File: src/rtl/nbbpu_bus_pkg.sv
// Shared types and decode helpers for the NBBPU data-bus arbiter.
// Read-owner tags steer returning RAM or status data to the right master.
package nbbpu_bus_pkg;

    typedef enum logic [1:0] {
        OWN_NONE,
        OWN_CPU,
        OWN_CPU_IO,
        OWN_LDR
    } rd_owner_t;

    localparam logic [15:0] IO_BASE_DEFAULT = 16'hFFF0;

    function automatic logic is_io(
        input logic [15:0] addr,
        input logic [15:0] base
    );
        return addr >= base;
    endfunction

endpackage

File: src/rtl/io_status_reg.sv
// CPU I/O window status register; status_valid pulses the cycle
// after every I/O write so board logic can latch the program result.
module io_status_reg (
    input  logic        clock,
    input  logic        reset,
    input  logic        write,
    input  logic [15:0] write_data,
    output logic [15:0] status,
    output logic        status_valid
);

    always_ff @(posedge clock) begin
        if (reset) begin
            status       <= 16'h0000;
            status_valid <= 1'b0;
        end else begin
            status_valid <= write;
            if (write) begin
                status <= write_data;
            end
        end
    end

endmodule

File: src/rtl/nbbpu_bus_arbiter.sv
// Arbitrates the single-port data RAM between the NBBPU and a loader,
// with bounded loader bursts and a status register in the I/O window.
module nbbpu_bus_arbiter
    import nbbpu_bus_pkg::*;
#(
    parameter logic [15:0] IO_BASE   = IO_BASE_DEFAULT,
    parameter int unsigned MAX_BURST = 8
) (
    input  logic        clock,
    input  logic        reset,
    input  logic        cpu_read_enable,
    input  logic        cpu_write_enable,
    input  logic [15:0] cpu_address,
    input  logic [15:0] cpu_write_data,
    output logic [15:0] cpu_read_data,
    output logic        cpu_stall,
    input  logic        ldr_request,
    input  logic        ldr_write,
    input  logic [15:0] ldr_address,
    input  logic [15:0] ldr_write_data,
    output logic        ldr_grant,
    output logic        ldr_ack,
    output logic [15:0] ldr_read_data,
    output logic        ram_read_enable,
    output logic        ram_write_enable,
    output logic [15:0] ram_address,
    output logic [15:0] ram_write_data,
    input  logic [15:0] ram_read_data,
    output logic [15:0] status,
    output logic        status_valid
);

    localparam logic [7:0] BURST_MAX = 8'(MAX_BURST);

    rd_owner_t   rd_owner;
    rd_owner_t   owner_next;
    logic [7:0]  burst_count;
    logic [15:0] cpu_hold;
    logic        ldr_rd_ram;
    logic        cpu_req;
    logic        cpu_io;
    logic        cpu_ram;
    logic        ldr_io;
    logic        ldr_win;
    logic        cpu_win;

    assign cpu_req = cpu_read_enable | cpu_write_enable;
    assign cpu_io  = cpu_req & is_io(cpu_address, IO_BASE);
    assign cpu_ram = cpu_req & ~is_io(cpu_address, IO_BASE);
    assign ldr_io  = is_io(ldr_address, IO_BASE);

    // Loader keeps the bus until the burst budget runs out with the CPU waiting.
    assign ldr_win = ~reset & ldr_request
                   & (~cpu_ram | (burst_count < BURST_MAX));
    assign cpu_win = ~reset & cpu_ram & ~ldr_win;

    assign ldr_grant = ldr_win;
    assign cpu_stall = ~reset & cpu_ram & ~cpu_win;

    always_comb begin
        ram_read_enable  = 1'b0;
        ram_write_enable = 1'b0;
        ram_address      = 16'h0000;
        ram_write_data   = 16'h0000;
        if (cpu_win) begin
            ram_write_enable = cpu_write_enable;
            ram_read_enable  = ~cpu_write_enable;
            ram_address      = cpu_address;
            ram_write_data   = cpu_write_data;
        end else if (ldr_win & ~ldr_io) begin
            ram_write_enable = ldr_write;
            ram_read_enable  = ~ldr_write;
            ram_address      = ldr_address;
            ram_write_data   = ldr_write_data;
        end
    end

    always_comb begin
        owner_next = OWN_NONE;
        if (~reset & cpu_io & ~cpu_write_enable) begin
            owner_next = OWN_CPU_IO;
        end else if (cpu_win & ~cpu_write_enable) begin
            owner_next = OWN_CPU;
        end else if (ldr_win & ~ldr_write & ~ldr_io) begin
            owner_next = OWN_LDR;
        end
    end

    always_ff @(posedge clock) begin
        if (reset) begin
            rd_owner    <= OWN_NONE;
            burst_count <= 8'd0;
            cpu_hold    <= 16'h0000;
            ldr_ack     <= 1'b0;
            ldr_rd_ram  <= 1'b0;
        end else begin
            rd_owner   <= owner_next;
            cpu_hold   <= cpu_read_data;
            ldr_ack    <= ldr_win;
            // Tracked apart from rd_owner: a loader read may share a cycle
            // with a CPU status read.
            ldr_rd_ram <= ldr_win & ~ldr_write & ~ldr_io;
            if (cpu_win | ~ldr_request) begin
                burst_count <= 8'd0;
            end else if (ldr_win & cpu_ram) begin
                burst_count <= burst_count + 8'd1;
            end
        end
    end

    always_comb begin
        unique case (rd_owner)
            OWN_CPU:    cpu_read_data = ram_read_data;
            OWN_CPU_IO: cpu_read_data = status;
            default:    cpu_read_data = cpu_hold;
        endcase
    end

    assign ldr_read_data = (ldr_ack & ldr_rd_ram) ? ram_read_data : 16'h0000;

    io_status_reg u_status (
        .clock        (clock),
        .reset        (reset),
        .write        (cpu_io & cpu_write_enable),
        .write_data   (cpu_write_data),
        .status       (status),
        .status_valid (status_valid)
    );

endmodule

File: config.mk
export PLATFORM = sky130hd
export DESIGN_NAME = nbbpu_bus_arbiter
export DESIGN_NICKNAME = d
export VERILOG_FILES = /design/src/rtl/nbbpu_bus_pkg.sv /design/src/rtl/io_status_reg.sv /design/src/rtl/nbbpu_bus_arbiter.sv
export SDC_FILE = /design/constraint.sdc
export NUM_CORES = 1
export LEC_CHECK = 0
export ABC_AREA = 1
export ABC_CLOCK_PERIOD_IN_PS = 3500
export BUFFER_PORTS_ARGS = -buffer_cell sky130_fd_sc_hd__buf_2
export CAP_MARGIN = 20
export CELL_PAD_IN_SITES_DETAIL_PLACEMENT = 1
export CELL_PAD_IN_SITES_GLOBAL_PLACEMENT = 1
export CORE_AREA = 4 4 87 122
export CTS_CLUSTER_DIAMETER = 50
export DETAILED_ROUTE_END_ITERATION = 12
export DIE_AREA = 0 0 91 126
export PLACE_DENSITY = 0.83
export RECOVER_POWER = 25
export SETUP_SLACK_MARGIN = 0.05
export SLEW_MARGIN = 10
export SYNTH_ARGS = -nofsm -noshare
export SYNTH_HDL_FRONTEND = slang
export SYNTH_HIERARCHICAL = 1
export SYNTH_SLANG_ARGS = --single-unit
File: constraint.sdc
create_clock -name clock -period 3.5 [get_ports clock]
set_input_delay 0.875 -clock clock [delete_from_list [all_inputs] [get_ports clock]]
set_output_delay 0.875 -clock clock [all_outputs]
set_load 0.02 [all_outputs]
==> impl_metrics.ini, run 1 <==
[logic_synthesis]
synthCells = 455
synth_area_um2 = 2900
synth.most_common_cell = nand2_1
synth_cell_types = 29
synth_area_per_cell_um2 = 6.374
synth_top_cells_by_count = 126 x nand2_1, 59 x inv_1, 52 x nor2_1
yosys_warnings = 6
synth_fp_nets = 544
synthFlopType = dfxtp_1
synth-async-reset-ratio = 0
ys_seq_elements = 45
seq_area_frac_synth = 0.3106
synth_largest_area_cell = dfxtp_1
ys_top_cells_by_area = dfxtp_1 31%, nand2_1 16%, nand3_1 8.6%, inv_1 7.6%, nor2_1 6.7%
synth_edf_count = 0
synth_top_area_share = 0.3106

[clock_tree]
clockBufferDepth = 2
cts_setup_buffers = 0
numCtsBuffers = 5
path_clk_slew_ps = 60
cts_max_level = 2
clock_latency_ps = 290
hold_buffers = 0
tritoncts = done
cts_root_buf = clkbuf_16
cts_resized = 0
clock_sinks = 45

[run]
maxCapViolations = 0

[cells_and_area]
layout.cells.non_filler = 725
drive_above_1_share = 0.3528
seq_area_um2 = 900.9
nNetsFinal = 703
area_delta_synth_final_pct = 35.20
diodes = 0
fillers = 1321
multi_input_area_um2 = 1567

[route]
wl_um = 10350
drc = 0
wl_per_cell_um = 14.27
vias_per_cell = 4.753
num_vias = 3446
firstDrtPassIters = 4
ant_nets = 0
drt_iter0_markers = 70

[sta]
max-slew-margin-rel = 0.6135
fin_tns_setup_ps = 0
tightest_slew_ps = 578.3
setup_viol = 0
period_minus_slack_ps = 3204
clock.fmax_ghz = 0.3121
period_share = 0.9156
rsz0062_at_grt = no
hold_viol = 0
maxSlewViolCount = 0
setup_ws_ps = 295.5
fin_skew_ps = 6.020

[critical_path]
required_ps = 2620
r2r_end = cpu_hold[5]
startpoint = cpu_address[10]
start_kind = input port
r2r_cells = 6
r2r_start = rd_owner[0]
critical_path_class = in2out
r2r_setup_slack_ps = 1880
arrival_ps = 2330
endpoint = ram_write_data[6]
cp-end-kind = output pin
path_max_fanout = 28

[grt]
grt_pass1_wl_um = 16960
antenna_found_initial = 0
grt_start_max_net_pins = 34
grtUsageTotal = 0.1794
grt_pass1_vias = 3666
overflow = 0

[placed_design]
dp_hpwl_um = 8468
io_buffer_count = 171
placedCellCount = 717
dp_slack_ps = 330.5
place.gp.congestion = 0.7705

[die]
die_x_um = 91
fp.dieArea_um2 = 11470
rows = 42
start_util = 0.3066
num_io_pins = 172
coreArea_um2 = 9459
die_h_um = 126

[min_path]
worst_hold_path_type = reg2reg

[pwr]
power_density_nw_per_um2 = 356.2
netSwitchingFraction = 0.2902
pwr-share-comb = 0.227
seq_power_share = 0.376
power_leakage_uw = 0.002189
intPower_uw = 991.3
peakVddDrop_uv = 160.0
netSwitchingPower_uw = 405.3
clock_power_share = 0.397

[run_status]
status = complete, no violations
[sequential cells by signal (all words and copies together) (netlist names)]
signal                 flops
burst_count                8
cpu_hold                  16
ldr_ack                    1
ldr_rd_ram                 1
rd_owner                   2
u_status/status           16
u_status/status_valid      1
[cells in the final DEF, fill, tap and decap left out, types with 3 or more instances in the layout]
cell type | netlist | routed
buf_2 | 7 | 156
nand2_1 | 126 | 126
inv_1 | 59 | 59
nor2_1 | 52 | 52
nand3_1 | 50 | 51
dfxtp_1 | 45 | 45
a21oi_1 | 21 | 21
clkbuf_1 | 7 | 16
o21ai_0 | 14 | 14
nor2_2 | 12 | 12
nand3_2 | 13 | 12
nand2_2 | 10 | 10
o21ai_2 | 7 | 7
clkbuf_16 | 0 | 5
buf_4 | 1 | 5
nand4_1 | 3 | 3
nor3_1 | 3 | 3
ha_1 | 3 | 3
[worst min-delay path by stage]
| stage | depth (start not counted) | start | end |
|---|---|---|---|
| final | 2 | burst_count[6] | burst_count[6] |
| after global placement | 2 | burst_count[6] | burst_count[6] |
| after floorplan | 2 | burst_count[7] | burst_count[7] |
| after detailed placement | 2 | burst_count[6] | burst_count[6] |
| after global routing | 2 | burst_count[7] | burst_count[7] |
| after CTS | 2 | burst_count[6] | burst_count[6] |
[through the flow]
stage / instance area [um^2] / total power (uW) / util / hold WS [ps]
4_1_cts: 3948 / 1422 / 0.4173 / 437.2
3_3_place_gp: 3775 / 850.3 / 0.3991 / 416.0
5_1_grt: 3921 / 1471 / 0.4146 / 459.0
6_report: 3921 / 1397 / 0.4146 / 432.7
3_5_place_dp: 3775 / 858.3 / 0.3991 / 427.1
2_1_floorplan: 2900 / 727.9 / - / 408.3
[power groups by stage]
| stage | Combinational [uW] | Sequential, uW | Clock, uW |
|---|---|---|---|
| global route | 351 | 526 | 594 |
| detailed placement | 321 | 537 | 0 |
| global placement | 314 | 537 | 0 |
| CTS | 323 | 526 | 574 |
| finish | 317 | 526 | 554 |
| floorplan | 191 | 537 | 0 |
[cells by family after synthesis]
| logic type | share of synthesized area |
|---|---|
| fa+ha+maj | 0.01294 |
| xor+xnor | 0.003020 |
| flops | 0.3106 |
| simple gates | 0.4344 |
| buf+inv | 0.1475 |
| compound gates | 0.09146 |
[final cells by class]
class                   instances  area share
multi-input cells             323      0.3995
repair buffers                178      0.2332
flip-flops and latches         45      0.2297
inverters                      61     0.05839
clock buffers                   7     0.03638
well taps                     110     0.03510
clock inverters                 1    0.007658
[critical path: stages]
cell and delay (ps):
buf_2 110, nand2_1 60, nor2_1 180, nand3_2 140
nand3_1 160, nand2_4 130, inv_2 130, buf_12 190
nand3_2 80, nand2_1 80, buf_2 170
[layer usage]
metal / wire (um) / vias up / global-route usage
met5: 0 / - / 0
met2: 5335 / 135 / 0.3348
met4: 242 / 0 / 0.07638
li1: - / 1727 / -
met3: 756 / 16 / 0.04415
met1: 4015 / 1568 / 0.1886
Power figures use the tool's default switching activity.
==> inputs of run 2 (changes only) <==
ABC_CLOCK_PERIOD_IN_PS = 3400   (was 3500)
CORE_AREA = 4 4 92 128   (was 4 4 87 122)
DIE_AREA = 0 0 96 132   (was 0 0 91 126)
PLACE_DENSITY = not set   (was 0.83)
PLACE_DENSITY_LB_ADDON = 0.1   (was not set)
clock period = 3.4 ns   (was 3.5 ns; I/O delays follow)
==> run 2 against run 1 <==
Cell count up 4.4%. Via count down 0.78%. Power up 1.8%. Critical path depth unchanged. Critical path type unchanged. Largest power group unchanged.
==> impl_metrics.ini, run 2 (synthesis gave the netlist of run 1 again) <==
[sta]
setup_ws_ps = 276.4
maxSlewViolCount = 0
fin_skew_ps = 4.426
period_share = 0.9187
hold_viol = 0
max-slew-margin-rel = 0.5901
clock.fmax_ghz = 0.3201
period_minus_slack_ps = 3124
setup_viol = 0
fin_tns_setup_ps = 0
tightest_slew_ps = 614.8
holdWs_ps = 428.8
rsz0062_at_grt = no

[cells_and_area]
nNetsFinal = 704
diodes = 0
reg.largest.list = cpu_hold: 16 flops, u_status/status: 16 flops, burst_count: 8 flops
utilization = 0.3681
multi_input_area_um2 = 1564
final_common_cell = buf_2
area_delta_synth_final_pct = 36.50
drive_above_1_share = 0.3490
final_cell_mix = 152 x buf_2, 126 x nand2_1, 59 x inv_1, 52 x nand3_1, 51 x nor2_1
fillers = 1473
seq_area_um2 = 900.9

[clock_tree]
path_clk_slew_ps = 60
clock_sinks = 45
cts_root_buf = clkbuf_16
numCtsBuffers = 5
cts_setup_buffers = 0
cts_resized = 0
clock_latency_ps = 290
clockBufferDepth = 2
cts_max_level = 2
tritoncts = done
hold_buffers = 0

[route]
wl_um = 10310
wl_per_cell_um = 13.62
num_vias = 3419
firstDrtPassIters = 4
drc = 0
vias_per_cell = 4.517
drt_iter0_markers = 81
ant_nets = 0

[die]
rows = 45
die_x_um = 96
start_util = 0.2697
die_h_um = 132
num_io_pins = 172
coreArea_um2 = 10750
fp.dieArea_um2 = 12670

[grt]
met3_usage = 0.03998
grt_pass1_wl_um = 16830
grt_pass1_vias = 3622
overflow = 0
grt_start_max_net_pins = 34
busiest_layer = met2
grtUsageTotal = 0.1652
antenna_found_initial = 0
met2_usage = 0.2897
use_met1 = 0.1864

[critical_path]
path_max_fanout = 21
cp-end-kind = output pin
arrival_ps = 2270
critical_path_class = in2out
required_ps = 2550
start_kind = input port
r2r_cells = 6

[run_status]
status = complete, no violations

[pwr]
power_leakage_uw = 0.002173
peakVddDrop_uv = 161.1
power_density_nw_per_um2 = 359.2
design_power_total_uw = 1422

[placed_design]
dp_slack_ps = 347.5
dp_hpwl_um = 8568
place.gp.congestion = 0.8615
io_buffer_count = 171

[run]
maxCapViolations = 0

[min_path]
worst_hold_path_type = reg2reg
hold_path_depth = 2
==> run 2: path summary, 6_finish.rpt <==
| kind | start | end | slack (ps) |
|---|---|---|---|
| min | burst_count[6] | burst_count[6] | 430 |
| max | cpu_address[11] | ram_address[11] | 280 |
| max reg2reg | rd_owner[0] | cpu_hold[1] | 1690 |
| min reg2reg | burst_count[6] | burst_count[6] | 430 |
==> run 2: critical path, cell delays in order <==
cell and delay (ps):
buf_2 90, nand2_1 90, nor2_2 110, nand3_1 180, nand3_1 180, nand2_4 70
inv_2 170, buf_12 190, nand3_1 80, nand2_1 80, buf_2 160
==> run 2: per-stage QoR <==
| stage | cells | cell area [um^2] |
|---|---|---|
| 2_1_floorplan | 455 | 2900 |
| 3_3_place_gp | 749 | 3821 |
| 3_5_place_dp | 749 | 3821 |
| 4_1_cts | 757 | 3993 |
| 5_1_grt | 757 | 3959 |
| 6_report | 757 | 3959 |
==> run 2: layout make-up <==
| type | instances | area share |
|---|---|---|
| multi-input combinational | 323 | 0.3951 |
| timing repair buffer | 179 | 0.2317 |
| sequential | 45 | 0.2276 |
| inverter | 61 | 0.05784 |
| tap | 141 | 0.04456 |
| clock buffer | 5 | 0.03161 |
| clock inverter | 3 | 0.01169 |
==> run 2: layer usage <==
layer	up-vias	wire, um
met2	133	4981
met1	1537	4259
li1	1732	-
met3	17	801
met4	0	269
met5	-	0
==> run 2: report_power, final <==
part | switching [uW] | internal (uW)
combinational | 210 | 117
clock | 206 | 348
sequential | 4.14 | 537
total | 421 | 1000
